## src/rtl/pslip_grant_arb.sv

```systemverilog
// pSLIP output-port grant arbiter.
// Round-robin grant per priority with grant/accept iterations.
module pslip_grant_arb #(
  parameter int N        = 16,
  parameter int P        = 16,
  parameter int MAX_ITER = 4
) (
  input  logic                 clk,
  input  logic                 rst_n,
  input  logic                 start,
  input  logic [N-1:0]         req_in,
  input  logic [$clog2(P)-1:0] pri_in,
  output logic                 gnt_valid,
  output logic [N-1:0]         gnt_onehot,
  output logic [$clog2(P)-1:0] gnt_pri,
  input  logic                 acc_valid,
  input  logic                 acc,
  output logic                 busy,
  output logic                 slot_done,
  output logic                 matched,
  output logic [$clog2(N)-1:0] match_idx
);

  localparam int NW = (N > 1) ? $clog2(N) : 1;
  localparam int PW = (P > 1) ? $clog2(P) : 1;
  localparam int IT = (MAX_ITER > 1) ? $clog2(MAX_ITER) : 1;

  typedef enum logic [1:0] {
    S_IDLE,
    S_GRANT,
    S_WAIT,
    S_DONE
  } state_t;

  state_t          state_q, state_d;
  logic [IT-1:0]   iter_q, iter_d;
  logic [NW-1:0]   gnt_q, gnt_d;
  logic [PW-1:0]   gpri_q, gpri_d;
  logic            matched_q, matched_d;
  logic [NW-1:0]   midx_q, midx_d;
  logic [NW-1:0]   ptr_q [P];
  logic            ptr_we;
  logic [NW-1:0]   ptr_nxt;

  logic [NW-1:0]   cur_ptr;
  logic            pick_ok;
  logic [NW-1:0]   pick_idx;
  logic [NW:0]     scan;

  assign cur_ptr = ptr_q[pri_in];

  // Scan from the pointer upward, wrapping explicitly at N.
  always_comb begin
    pick_ok  = 1'b0;
    pick_idx = '0;
    scan     = '0;
    for (int k = 0; k < N; k++) begin
      scan = {1'b0, cur_ptr} + (NW+1)'(k);
      if (scan >= (NW+1)'(N))
        scan = scan - (NW+1)'(N);
      if (!pick_ok && req_in[scan[NW-1:0]]) begin
        pick_ok  = 1'b1;
        pick_idx = scan[NW-1:0];
      end
    end
  end

  assign ptr_nxt = (gnt_q == NW'(N-1)) ? '0
                 : gnt_q + NW'(1);

  always_comb begin
    state_d   = state_q;
    iter_d    = iter_q;
    gnt_d     = gnt_q;
    gpri_d    = gpri_q;
    matched_d = matched_q;
    midx_d    = midx_q;
    ptr_we    = 1'b0;
    unique case (state_q)
      S_IDLE: begin
        if (start) begin
          state_d   = S_GRANT;
          matched_d = 1'b0;
          midx_d    = '0;
          iter_d    = '0;
        end
      end
      S_GRANT: begin
        if (pri_in == '0 || req_in == '0 || !pick_ok) begin
          state_d   = S_DONE;
          matched_d = 1'b0;
        end else begin
          gnt_d   = pick_idx;
          gpri_d  = pri_in;
          state_d = S_WAIT;
        end
      end
      S_WAIT: begin
        if (acc_valid) begin
          if (acc) begin
            matched_d = 1'b1;
            midx_d    = gnt_q;
            ptr_we    = (iter_q == '0);
            state_d   = S_DONE;
          end else if (iter_q == IT'(MAX_ITER-1)) begin
            state_d = S_DONE;
          end else begin
            iter_d  = iter_q + IT'(1);
            state_d = S_GRANT;
          end
        end
      end
      S_DONE: begin
        state_d = S_IDLE;
      end
      default: begin
        state_d = S_IDLE;
      end
    endcase
  end

  always_ff @(posedge clk or negedge rst_n) begin
    if (!rst_n) begin
      state_q   <= S_IDLE;
      iter_q    <= '0;
      gnt_q     <= '0;
      gpri_q    <= '0;
      matched_q <= 1'b0;
      midx_q    <= '0;
    end else begin
      state_q   <= state_d;
      iter_q    <= iter_d;
      gnt_q     <= gnt_d;
      gpri_q    <= gpri_d;
      matched_q <= matched_d;
      midx_q    <= midx_d;
    end
  end

  always_ff @(posedge clk or negedge rst_n) begin
    if (!rst_n) begin
      for (int p = 0; p < P; p++)
        ptr_q[p] <= '0;
    end else if (ptr_we) begin
      ptr_q[gpri_q] <= ptr_nxt;
    end
  end

  assign gnt_valid  = (state_q == S_WAIT);
  assign gnt_onehot = gnt_valid ? (N'(1) << gnt_q)
                                : '0;
  assign gnt_pri    = gpri_q;
  assign busy       = (state_q != S_IDLE);
  assign slot_done  = (state_q == S_DONE);
  assign matched    = matched_q;
  assign match_idx  = midx_q;

endmodule

```

## config.mk

```make
export PLATFORM = sky130hd
export DESIGN_NAME = pslip_grant_arb
export DESIGN_NICKNAME = d
export VERILOG_FILES = /design/src/rtl/pslip_grant_arb.sv
export SDC_FILE = /design/constraint.sdc
export NUM_CORES = 1
export LEC_CHECK = 0
export BUFFER_PORTS_ARGS = -buffer_cell sky130_fd_sc_hd__buf_2
export CAP_MARGIN = 10
export CORE_MARGIN = 2
export CORE_UTILIZATION = 46
export DETAILED_ROUTE_END_ITERATION = 10
export SYNTH_ARGS = -nofsm -noshare
export SYNTH_HDL_FRONTEND = slang
export SYNTH_SLANG_ARGS = --single-unit
```

## constraint.sdc

```tcl
create_clock -name clk -period 7.65 [get_ports clk]
set_input_delay 1.53 -clock clk [delete_from_list [all_inputs] [get_ports clk]]
set_output_delay 1.53 -clock clk [all_outputs]
set_load 0.005 [all_outputs]
```

Word-level counts from Yosys, hierarchy flattened
Index checks and enable logic that the tools add are counted.
{ "word_totals": {"reg_bits": 81, "in_bits": 25, "out_inout_bits": 28, "word_cells": 262} }
{ "classes": {"add_sub_neg": 33, "n_lt_le_gt_ge": 35, "eq_ne": 11, "shift": 1, "mux": 111, "bitwise_logic": 3, "n_reduce_logical": 46} }
{ "op_table": {"columns": ["operator", "n"], "rows": [
  ["4-bit 2-to-1 mux", 39],
  ["5-bit >= comparator (second input constant)", 17],
  ["4-bit by 5-bit less-than comparator with 1-bit output (second input constant)", 16],
  ["1-bit binary-select mux with 4-bit select", 16],
  ["64-bit bitwise mux", 1],
  ["4-bit by 1-bit subtractor with 4-bit output (second input constant)", 16],
  ["4-bit by 4-bit adder with 5-bit output (second input constant)", 8],
  ["1-bit 2-to-1 mux", 40],
  ["4-bit by 3-bit adder with 5-bit output (second input constant)", 4],
  ["4-bit binary-select mux with 4-bit select", 1],
  ["4-bit demux with 4-bit select", 1],
  ["1-bit logical AND", 16],
  ["1-bit logical NOT", 16],
  ["16-bit logical NOT", 1],
  ["16-bit 2-to-1 mux", 1],
  ["2-bit 2-to-1 mux", 8],
  ["1-bit by 4-bit left shift with 16-bit output (first input constant)", 1],
  ["4-bit by 2-bit adder with 5-bit output (second input constant)", 2],
  ["4-bit inverter with 5-bit output", 2],
  ["5-bit AND reduction", 2],
  ["2-bit != test (second input constant)", 4],
  ["2-bit case mux with 4 select lines", 1],
  ["4-bit case mux with 2 select lines", 1],
  ["2-bit equality test (second input constant)", 3],
  ["other kinds (18)", 23]
]} }

Logic depth before layout (Yosys ltp)
Gate-level depths: netlist of the first run.
{ "logic_depth": {"ltp_word": 58, "depth_mapped": 24, "ltp_nobuf": 18} }

Worst setup path before layout of the first run
OpenSTA, ideal clock, no wires.
{ "synth_timing": {"path_type": "input-to-reg", "from": "input port pri_in[0]", "to": "register gnt_q[2]", "setup_ns": 0.104, "t_arrival_ns": 6.282, "required_time_ns": 7.546, "setup_slack_ns": 1.265, "stages": 23, "path_buffers": 6, "path_cell_list": "buf_6 -> buf_12 -> buf_6 -> mux4_2 -> a22o_1 -> nor2_4 -> inv_4 -> clkbuf_1 -> ha_1 -> and2_1 -> a32oi_1 -> o211a_1 -> buf_2 -> mux4_2 -> mux4_2 -> a211oi_2 -> nand4_1 -> nor3_2 -> buf_4 -> nand4b_2 -> nand2_1 -> nor4_1 -> o41ai_2"} }
{ "synth_between": {"elab_chain_cells": 58, "elab_cells_between_ends": 167, "classes_between": "add/sub: 31; order compare: 16; mux: 83; bitwise: 2; reduce/logical: 35"} }
{ "synth_lines": {"columns": ["item", "line", "source"], "rows": [
  ["start: declaration", "12", "input logic [$clog2(P)-1:0] pri_in,"],
  ["parallel branches: the longest is 58 deep, another holds 4-bit by 1-bit adder with 5-bit output", null, null],
  ["end signal: assignment", "133", "gnt_q <= gnt_d;"],
  ["end: declaration", "37", "logic [NW-1:0] gnt_q, gnt_d;"]
]} }
Several ways; the timed one is not identified. The select of a mux whose other input is x is not followed.
A chain may end at the register's enable or synchronous reset.

Worst setup path after layout of the first run
Same ends and word-level chain as after synthesis.

==> results of run 1 <==
-- final timing paths --
kind / from / end / slack [ns]
setup / recovery: pri_in[0] / gnt_q[2]$_DFFE_PN0P_ / 0.95
hold / removal: ptr_q[63]$_DFFE_PN0P_ / ptr_q[63]$_DFFE_PN0P_ / 0.49
setup reg to reg: ptr_q[41]$_DFFE_PN0P_ / gnt_q[2]$_DFFE_PN0P_ / 2.30
hold reg to reg: ptr_q[63]$_DFFE_PN0P_ / ptr_q[63]$_DFFE_PN0P_ / 0.49
max in group asynchronous: rst_n / ptr_q[8]$_DFFE_PN0P_ / 5.64
min in group asynchronous: rst_n / iter_q[1]$_DFFE_PN0P_ / 1.35
-- through the flow --
step	util [%]	setup slack, ns
floorplan	-	1.26
global placement	49.3	0.849
detailed placement	49.3	0.695
CTS	51.4	1.04
global route	51.4	0.577
finish	51.4	0.948
-- critical path, delay by kind of cell --
| kind | cells | cell delay [ns] |
|---|---|---|
| buffers and inverters | 4 | 0.87 |
| AND/OR/NAND/NOR | 7 | 1.17 |
| adder cells (fa/ha/maj) | 1 | 0.27 |
| multiplexers | 3 | 1.57 |
| AO/OA/AOI/OAI | 5 | 1.52 |
-- registers in the layout, summed over array words and instances, names as in the netlist --
name / count
gnt_q: 4
match_idx: 4
iter_q: 2
ptr_q: 64
gnt_pri: 4
state_q: 2
matched: 1
-- where the power goes --
group	switching, W	internal, W	total (W)	leakage, nW
logic	0.00115	0.000705	0.00186	2.18
registers	0.000141	0.000581	0.000722	1.09
clock network	0.000175	0.000296	0.000471	0.159
-- synthesized netlist by cell type, types with 6 or more instances --
master	instances	area share, %
nor3_1	13	0.92
mux2i_1	18	2.5
clkbuf_1	25	1.3
a21o_1	7	0.74
nor2_1	67	3.5
mux2_2	54	8.6
buf_2	10	0.71
and2_1	20	1.8
a21oi_1	49	3.5
mux4_2	24	7.6
inv_1	18	0.95
nand2_1	50	2.6
o211ai_1	18	1.9
nor2b_1	8	0.71
and3_1	21	1.9
dfrtp_1	81	29
nand3_1	34	2.4
a32oi_1	11	1.4
ha_1	15	2.6
nand4_1	9	0.79
a22o_1	9	1.1
a31oi_1	6	0.53
o21ai_0	49	3.5
-- routing by layer --
layer / global-route usage (%) / wire length (um) / part of all wire [%]
met1: 37.4 / 9500 / 41
met3: 3.38 / 1450 / 6.3
met5: 0 / 0 / 0
met2: 46.2 / 11000 / 48
met4: 14.1 / 1010 / 4.4
-- cell families (layout without fill, tap and decap cells) --
family          after synthesis  after routing
fa+ha+maj                    15             15
compound gates              228            228
flops                        81             81
simple gates                258            258
buf+inv                      68            106
xor+xnor                      7              7
mux                         101            101
-- area by class of cell --
class,instances,area (sq um),area share [%]
tap,188,235,3.02
sequential,81,2030,26.0
multi-input combinational,609,4730,60.7
clock inverter,6,90.1,1.16
timing repair buffer,67,375,4.82
inverter,23,93.8,1.20
clock buffer,10,239,3.07
==> results by group, run 1 <==
Status
  – Status: finished, final reports clean

Finish
  – Fill cells: 1,403
  – Most frequent cells in the layout: dfrtp_1, nor2_1, mux2_2
  – Finished layout cell area: 7790 sq um
  – Layout net count: 831
  – Commonest non-fill, non-tap cell in the layout: dfrtp_1
  – P&R area growth vs syn: 9.81%
  – Fraction of layout cells with a size suffix above 1: 26.3%
  – Diode count: 0
  – Final cell count without fillers: 984

Timing
  – Hold Fails Final Rpt: 0
  – Fmax: 0.149 GHz
  – Relative slew slack: 26.6%
  – Final min period: 6.70 ns
  – Clock skew: 0.00668 ns
  – Pins over their slew limit: 0
  – RSZ-0062 raised after global routing: no
  – Final setup fails: 0
  – Post-Route Setup TNS: 0 ns
  – Slew @ Worst Pin: 1.10 ns
  – Period utilization: 87.6%
  – Fin Hold WS: 0.490 ns

Placed design
  – Placed Area: 7460 sq um
  – Post-Place Cells: 968
  – Buffers on Ports: 52
  – HPWL after DPL: 17,100 um
  – Gpl congestion: 1.00

Yosys
  – Synth Area in Compound Gates: 24.2%
  – Synth Area in Simple Gates: 19.0%
  – Synth Register Bits: 81
  – Syn nets: 798
  – Sequential area share after synthesis: 28.6%
  – Dominant combinational cell family by area after synthesis: compound AO/OA/AOI/OAI gates
  – Avg Synthesized Cell Area: 9.36 sq um
  – Synth Cell Area: 7090 sq um
  – Post-synth EDFFs: 0
  – Ys async rst share: 100%
  – Post-Synthesis Cells: 758
  – XOR/XNOR share of the synthesized area: 0.970%
  – Main synth FF type: dfrtp_1
  – Mux share of post-synthesis cell area: 19.7%
  – Synth Area in Adders: 2.65%
  – Ys Warns: 0
  – Synth cell types: 93

Clocking
  – Clk_lat worst skew: 0.34 ns
  – Worst-case clock buffer depth: 2
  – CTS Hold Buffers Added: 0
  – Root buf cell: clkbuf_16
  – CTS tree: built
  – Clock sink count: 81
  – Post-cts sizing count: 0
  – Cts bufs inserted: 9
  – # Post-CTS Setup Buffers: 0
  – H-tree levels: 3
  – Clk pin slew, worst setup/hold paths: 0.06 ns

Drt
  – DR WL/cell: 23.4 um
  – Iteration-0 DRC Markers: 614
  – Antenna Violating Nets Remaining: 0
  – Post-route DRC: 0
  – Vias per cell: 6.76
  – Final wirelength: 23,000 um
  – First-pass iteration count of the detailed router: 5
  – Via count: 6,648

Pwr
  – PD cells: 392 nW/um^2
  – Peak VDD IR: 0.268 mV
  – Leakage: 3.43 nW
  – Total power: 0.00305 W

Global routing
  – Grt ovf: 0
  – First-pass GRT wire length: 35,700 um
  – Initial antenna violation count: 0
  – Largest net degree at the start of global routing: 82
  – Tot GR Track Use: 28.3%
  – Number of global-route vias before repair: 6,245

Die
  – Die width: 128 um
  – Die Span Y: 128 um
  – Core ar.: 15,100 sq um
  – Row count: 45
  – Die area: 16,400 sq um
  – I/O Pins: 53
  – Initial Utilization: 46.8%

Setup path
  – Max FO, Critical Path: 19
  – Most frequent CP cell: mux4_2
  – CP startpoint kind: primary input
  – Worst stage delay on the critical path: 0.60 ns
  – WP data required: 7.89 ns
  – CP arrival: 6.94 ns
  – Crit path capture type: flop
  – Critical path class: in2reg
  – Worst path slowest cell: mux4_2
  – Worst Reg-to-Reg Cells: 18
  – Worst path cell trace: buf_2 > buf_4 > mux4_2 > a22o_1 > nor2_4 > inv_4 > ha_1 > and2_1 > a32oi_1 > o211a_1 > mux4_2 > mux4_2 > a211oi_2 > nand4_1 > nor3_2 > buf_4 > nand4b_2 > nand2_1 > nor4_1 > o41ai_2

Flow run
  – Maxcap violations: 0

Worst hold path
  – Hold/Removal Path Class: reg2reg
  – Worst hold stages: 2
No activity file was read; power rests on OpenSTA's default activity.
==> run 2, diff against run 1 <==
--- a/config.mk
+++ b/config.mk
@@ -10,6 +10,7 @@
 export CORE_MARGIN = 2
 export CORE_UTILIZATION = 46
 export DETAILED_ROUTE_END_ITERATION = 10
+export RECOVER_POWER = 25
 export SYNTH_ARGS = -nofsm -noshare
 export SYNTH_HDL_FRONTEND = slang
 export SYNTH_SLANG_ARGS = --single-unit
==> constraint.sdc (replaced) <==
create_clock -name clk -period 7.65 [get_ports clk]
set_input_delay 1.1475 -clock clk [delete_from_list [all_inputs] [get_ports clk]]
set_output_delay 1.1475 -clock clk [all_outputs]
set_load 0.005 [all_outputs]
==> results by group, run 2 (synthesized netlist as in run 1, its figures left out) <==
Finish
  – Commonest non-fill, non-tap cell in the layout: dfrtp_1
  – Fraction of layout cells with a size suffix above 1: 25.5% (-0.75 points)
  – Most frequent cells in the layout: dfrtp_1, nor2_1, mux2_2
  – Core Util, Final: 51.0% (-0.45 points)
  – Final cell count without fillers: 980 (-0.41%)
  – Finished layout cell area: 7720 sq um (-0.87%)
  – Layout net count: 827 (-0.48%)
  – P&R area growth vs syn: 8.86%
  – Diode count: 0 (unchanged)
  – Biggest register: ptr_q
  – Max reg flops: 64 (unchanged)

Timing
  – Fmax: 0.154 GHz (+3.1%)
  – RSZ-0062 raised after global routing: no
  – Post-Route Setup TNS: 0 ns (unchanged)
  – Fin Hold WS: 0.493 ns (+0.00328 ns)
  – Hold Fails Final Rpt: 0 (unchanged)
  – Final min period: 6.50 ns (-0.202 ns)
  – Period utilization: 85.0% (-2.6 points)
  – Relative slew slack: -187% (-210 points)
  – Clock skew: 0.00466 ns (-0.00202 ns)
  – Pins over their slew limit: 82 (+82)
  – Final setup fails: 0 (unchanged)
  – Slew @ Worst Pin: 4.31 ns (+3.21 ns)

Drt
  – Iteration-0 DRC Markers: 693 (+13%)
  – DR WL/cell: 23.7 um (+1.3%)
  – Post-route DRC: 0 (unchanged)
  – First-pass iteration count of the detailed router: 5 (unchanged)
  – Via count: 6,553 (-1.4%)
  – Vias per cell: 6.69 (-1.0%)
  – Antenna Violating Nets Remaining: 0 (unchanged)
  – Final wirelength: 23,200 um (+0.86%)

Clocking
  – Clk pin slew, worst setup/hold paths: 0.06 ns (about the same)
  – Clock sink count: 81 (unchanged)
  – Post-cts sizing count: 0 (unchanged)
  – CTS Hold Buffers Added: 0 (unchanged)
  – # Post-CTS Setup Buffers: 0 (unchanged)
  – Cts bufs inserted: 9 (unchanged)
  – Worst-case clock buffer depth: 2 (unchanged)
  – Root buf cell: clkbuf_16
  – Clk_lat worst skew: 0.34 ns (about the same)
  – H-tree levels: 3 (unchanged)
  – CTS tree: built

Die
  – Core ar.: 15,100 sq um (unchanged)
  – Die area: 16,400 sq um (unchanged)
  – Die width: 128 um (unchanged)
  – Row count: 45 (unchanged)
  – Die Span Y: 128 um (unchanged)
  – Initial Utilization: 46.8% (unchanged)
  – I/O Pins: 53 (unchanged)

Setup path
  – Crit path buffers/inverters: 5 (+1)
  – Worst path cell trace: buf_2 > buf_4 > buf_4 > mux2i_1 > a221oi_4 > a22o_1 > nor2_4 > inv_4 > ha_1 > and2_1 > a32oi_1 > o211a_1 > mux4_2 > mux4_2 > a211oi_2 > nand4_1 > nor3_2 > buf_4 > nand3_1 > nand2_1 > nor4_1 > o41ai_2
  – CP delay by family, top: compound AO/OA/AOI/OAI gates
  – Crit path capture type: flop
  – WP data required: 7.89 ns (about the same)
  – Most frequent CP cell: buf_4
  – CP arrival: 6.74 ns (-0.20 ns)
  – Worst path slowest cell: mux4_2
  – Worst stage delay on the critical path: 0.57 ns (-0.03 ns)
  – Worst flop-to-flop path endpoint: gnt_q[2]$_DFFE_PN0P_
  – Reg-to-Reg Start: ptr_q[60]$_DFFE_PN0P_
  – Worst Reg-to-Reg Cells: 19 (+1)
  – R2R setup slack: 2.02 ns (-0.28 ns)
  – Max FO, Critical Path: 19 (unchanged)
  – Critical path class: in2reg
  – CP startpoint kind: primary input

Global routing
  – Grt ovf: 0 (unchanged)
  – Number of global-route vias before repair: 6,368 (+2.0%)
  – Largest net degree at the start of global routing: 82 (unchanged)
  – First-pass GRT wire length: 35,700 um (about the same)
  – Initial antenna violation count: 0 (unchanged)
  – Tot GR Track Use: 28.6% (+0.20 points)

Flow run
  – Maxcap violations: 1 (+1)

Placed design
  – HPWL after DPL: 17,400 um (+2.1%)
  – Buffers on Ports: 52 (unchanged)
  – Gpl congestion: 0.984 (-1.9%)
  – Placed Area: 7430 sq um (-0.40%)
  – Post-Place Cells: 964 (-0.41%)

Pwr
  – Leakage: 3.39 nW (-1.3%)
  – Peak VDD IR: 0.205 mV (-24%)
  – PD cells: 389 nW/um^2 (-0.76%)

Worst hold path
  – Hold/Removal Path Class: reg2reg
  – Worst hold stages: 2 (unchanged)
  – Hold EP: ptr_q[31]$_DFFE_PN0P_
  – Hold Startpoint: ptr_q[31]$_DFFE_PN0P_

Status
  – Violated checks: capacitance limit, slew limit
  – Status: complete, but fails checks
-- run 2: changes by cell type in the layout (fill, tap and decap cells not counted) --
cell / previous run / this run
buf_4: 16 / 11
clkbuf_1: 0 / 3
buf_2: 51 / 50
bufinv_16: 2 / 1
clkbuf_8: 1 / 0
clkinvlp_4: 1 / 2
-- run 2: final cells by class --
cell class / count / area (sq um)
inverter: 23 / 93.8
fill: 1405 / 7420
clock inverter: 6 / 67.6
sequential: 81 / 2030
timing repair buffer: 63 / 340
tap: 188 / 235
multi-input combinational: 609 / 4730
clock buffer: 10 / 229
-- run 2: metal layers --
metal | vias to the layer above | wire, um | GRT usage (%)
li1 | 2958 | - | -
met4 | 0 | 1250 | 16.0
met5 | - | 0 | 0
met2 | 304 | 11100 | 47.9
met1 | 3202 | 9330 | 35.3
met3 | 89 | 1510 | 4.38
-- run 2: how the worst max path moves through the flow --
| stage | startpoint | to | slack (ns) | cells past startpoint |
|---|---|---|---|---|
| after floorplan | pri_in[0] | gnt_q[2]$_DFFE_PN0P_ | 1.65 | 23 |
| after global placement | pri_in[0] | gnt_q[2]$_DFFE_PN0P_ | 0.95 | 20 |
| after detailed placement | pri_in[0] | gnt_q[2]$_DFFE_PN0P_ | 0.88 | 20 |
| after CTS | pri_in[0] | gnt_q[2]$_DFFE_PN0P_ | 1.22 | 22 |
| after global routing | pri_in[0] | gnt_q[0]$_DFFE_PN0P_ | 0.82 | 21 |
| final | pri_in[0] | gnt_q[2]$_DFFE_PN0P_ | 1.15 | 22 |
-- run 2: power by group --
| part | internal (W) | total, W | switching, W |
|---|---|---|---|
| clock | 0.000254 | 0.000431 | 0.000177 |
| combinational | 0.000701 | 0.00185 | 0.00115 |
| sequential | 0.000581 | 0.000721 | 0.000140 |
-- run 2: stage by stage --
stage          power (W)  worst slack (ns)
5_1_grt          0.00318             0.821
6_report         0.00300              1.15
2_1_floorplan    0.00201              1.65
3_5_place_dp     0.00254             0.877
3_3_place_gp     0.00252             0.947
4_1_cts          0.00297              1.22
-- run 2: tightest hold or removal path, cell delays in order, from the launching register on --
cell     delay [ns]
dfrtp_1        0.35
nand2_1        0.05
o21ai_0        0.06
==> run 3, diff against run 2 <==
==> constraint.sdc (replaced) <==
create_clock -name clk -period 6.2 [get_ports clk]
set_input_delay 0.93 -clock clk [delete_from_list [all_inputs] [get_ports clk]]
set_output_delay 0.93 -clock clk [all_outputs]
set_load 0.005 [all_outputs]
==> results by group, run 3 (synthesized netlist as in run 1, its figures left out) <==
Status
  – Status: complete, but fails checks
  – Violated checks: capacitance limit, slew limit

Drt
  – Post-route DRC: 0 (unchanged)
  – Vias per cell: 6.53 (-2.3%)
  – Iteration-0 DRC Markers: 509 (-27%)
  – First-pass iteration count of the detailed router: 7 (+2)
  – Via count: 6,591 (+0.58%)
  – DR WL/cell: 23.2 um (-2.1%)
  – Final wirelength: 23,400 um (+0.78%)
  – Antenna Violating Nets Remaining: 0 (unchanged)

Worst hold path
  – Hold/Removal Path Class: reg2reg

Pwr
  – Peak VDD IR: 0.245 mV (+20%)
  – Leakage: 3.53 nW (+4.2%)
  – PD cells: 480 nW/um^2 (+24%)

Setup path
  – Crit path buffers/inverters: 4 (-1)
  – Worst path cell trace: buf_2 > buf_4 > mux4_2 > a22o_1 > nor2_4 > inv_4 > ha_1 > and2_1 > a32oi_1 > o211a_1 > mux4_2 > mux2_2 > mux2i_2 > nand3_2 > nor3_2 > buf_4 > nand4b_2 > nand2_1 > nor4_1 > o41ai_2
  – R2R setup slack: 1.19 ns (-0.83 ns)
  – Max FO, Critical Path: 9 (-10)
  – Crit path capture type: flop
  – CP arrival: 5.90 ns (-0.84 ns)
  – CP startpoint kind: primary input
  – Critical path class: in2reg
  – CP delay by family, top: multiplexers
  – Worst stage delay on the critical path: 0.57 ns (about the same)
  – Worst path slowest cell: mux4_2
  – WP data required: 6.44 ns (-1.45 ns)

Timing
  – Relative slew slack: -185% (+2.3 points)
  – Final min period: 5.66 ns
  – Post-Route Setup TNS: 0 ns (unchanged)
  – Final setup fails: 0 (unchanged)
  – RSZ-0062 raised after global routing: no
  – Hold Fails Final Rpt: 0 (unchanged)
  – Clock skew: 0.0129 ns (+0.00826 ns)
  – Worst setup margin: 0.544 ns (-0.605 ns)
  – Period utilization: 91.2%
  – Fin Hold WS: 0.483 ns (-0.0101 ns)
  – Slew @ Worst Pin: 4.28 ns (-0.0342 ns)
  – Pins over their slew limit: 82 (unchanged)
  – Fmax: 0.177 GHz

Clocking
  – Post-cts sizing count: 0 (unchanged)
  – CTS Hold Buffers Added: 0 (unchanged)
  – Clock sink count: 81 (unchanged)
  – Cts bufs inserted: 9 (unchanged)
  – CTS tree: built
  – Clk_lat worst skew: 0.34 ns (about the same)
  – H-tree levels: 3 (unchanged)
  – Clk pin slew, worst setup/hold paths: 0.06 ns (about the same)
  – # Post-CTS Setup Buffers: 0 (unchanged)
  – Worst-case clock buffer depth: 2 (unchanged)
  – Root buf cell: clkbuf_16

Placed design
  – Buffers on Ports: 52 (unchanged)
  – Setup WS pre-CTS: 0.268 ns (-0.609 ns)
  – HPWL after DPL: 18,000 um (+2.9%)
  – Gpl congestion: 0.945 (-4.0%)
  – Placed Area: 7650 sq um (+2.9%)

Finish
  – Biggest register: ptr_q
  – Layout net count: 857 (+3.6%)
  – Finished layout cell area: 7940 sq um (+2.8%)
  – P&R area growth vs syn: 11.9%
  – Most frequent cells in the layout: dfrtp_1, nor2_1, mux2_2
  – Max reg flops: 64 (unchanged)
  – Commonest non-fill, non-tap cell in the layout: dfrtp_1
  – Fraction of layout cells with a size suffix above 1: 28.0% (+2.5 points)
  – Core Util, Final: 52.4% (+1.4 points)
  – Fill cells: 1,397 (-0.57%)
  – Diode count: 0 (unchanged)

Global routing
  – Met1 global-route usage: 38.7% (+3.4 points)
  – Number of global-route vias before repair: 6,463 (+1.5%)
  – Grt ovf: 0 (unchanged)
  – Largest net degree at the start of global routing: 82 (unchanged)
  – Initial antenna violation count: 0 (unchanged)
  – Tot GR Track Use: 28.9% (+0.31 points)
  – Met3 GRT Util: 2.55% (-1.8 points)
  – Global routing's busiest layer: met2
  – First-pass GRT wire length: 36,700 um (+2.6%)
  – Met2 Track Usage GR: 49.3% (+1.4 points)

Die
  – Core ar.: 15,100 sq um (unchanged)
  – Row count: 45 (unchanged)
  – Die Span Y: 128 um (unchanged)
  – Die area: 16,400 sq um (unchanged)
  – Die width: 128 um (unchanged)
  – I/O Pins: 53 (unchanged)
  – Initial Utilization: 46.8% (unchanged)

Flow run
  – Maxcap violations: 1 (unchanged)
[run 3: final cells by class]
cell class / instances / area [sq um] / share of cell area, %
Clock inverter: 4 / 53.8 / 0.678
Tap cell: 188 / 235 / 2.96
Clock buffer: 11 / 243 / 3.06
Multi-Input combinational cell: 609 / 4720 / 59.5
Inverter: 23 / 93.8 / 1.18
Sequential cell: 81 / 2030 / 25.5
Timing Repair Buffer: 93 / 566 / 7.12
[run 3: per-layer routing]
layer | vias up | part of all wire (%)
met5 | - | 0
met4 | 0 | 3.0
met3 | 52 | 4.2
met2 | 233 | 50
met1 | 3291 | 43
li1 | 3015 | -
[run 3: worst paths after layout]
path / from / to / cells past startpoint
min in group asynchronous: rst_n / iter_q[1]$_DFFE_PN0P_ / 1
max in group asynchronous: rst_n / ptr_q[42]$_DFFE_PN0P_ / 1
max reg2reg: ptr_q[40]$_DFFE_PN0P_ / gnt_q[2]$_DFFE_PN0P_ / 19
min: ptr_q[47]$_DFFE_PN0P_ / ptr_q[47]$_DFFE_PN0P_ / 2
max: pri_in[0] / gnt_q[2]$_DFFE_PN0P_ / 20
min reg2reg: ptr_q[47]$_DFFE_PN0P_ / ptr_q[47]$_DFFE_PN0P_ / 2
[run 3: power breakdown]
part	switching, W	leakage (nW)	internal, W
clock	0.000205	0.138	0.000321
sequential	0.000177	1.09	0.000717
combinational	0.00145	2.30	0.000942
total	0.00183	3.53	0.00198
[run 3: worst min-delay path, cell delays in order (launching register included)]
cell	delay (ns)
dfrtp_1	0.34
nand2_1	0.05
o21ai_0	0.06
[run 3: per-stage QoR]
stage | power [W] | cells
floorplan | 0.00248 | 758
global placement | 0.00321 | 994
detailed placement | 0.00324 | 994
CTS | 0.00378 | 1009
global route | 0.00405 | 1009
finish | 0.00381 | 1009
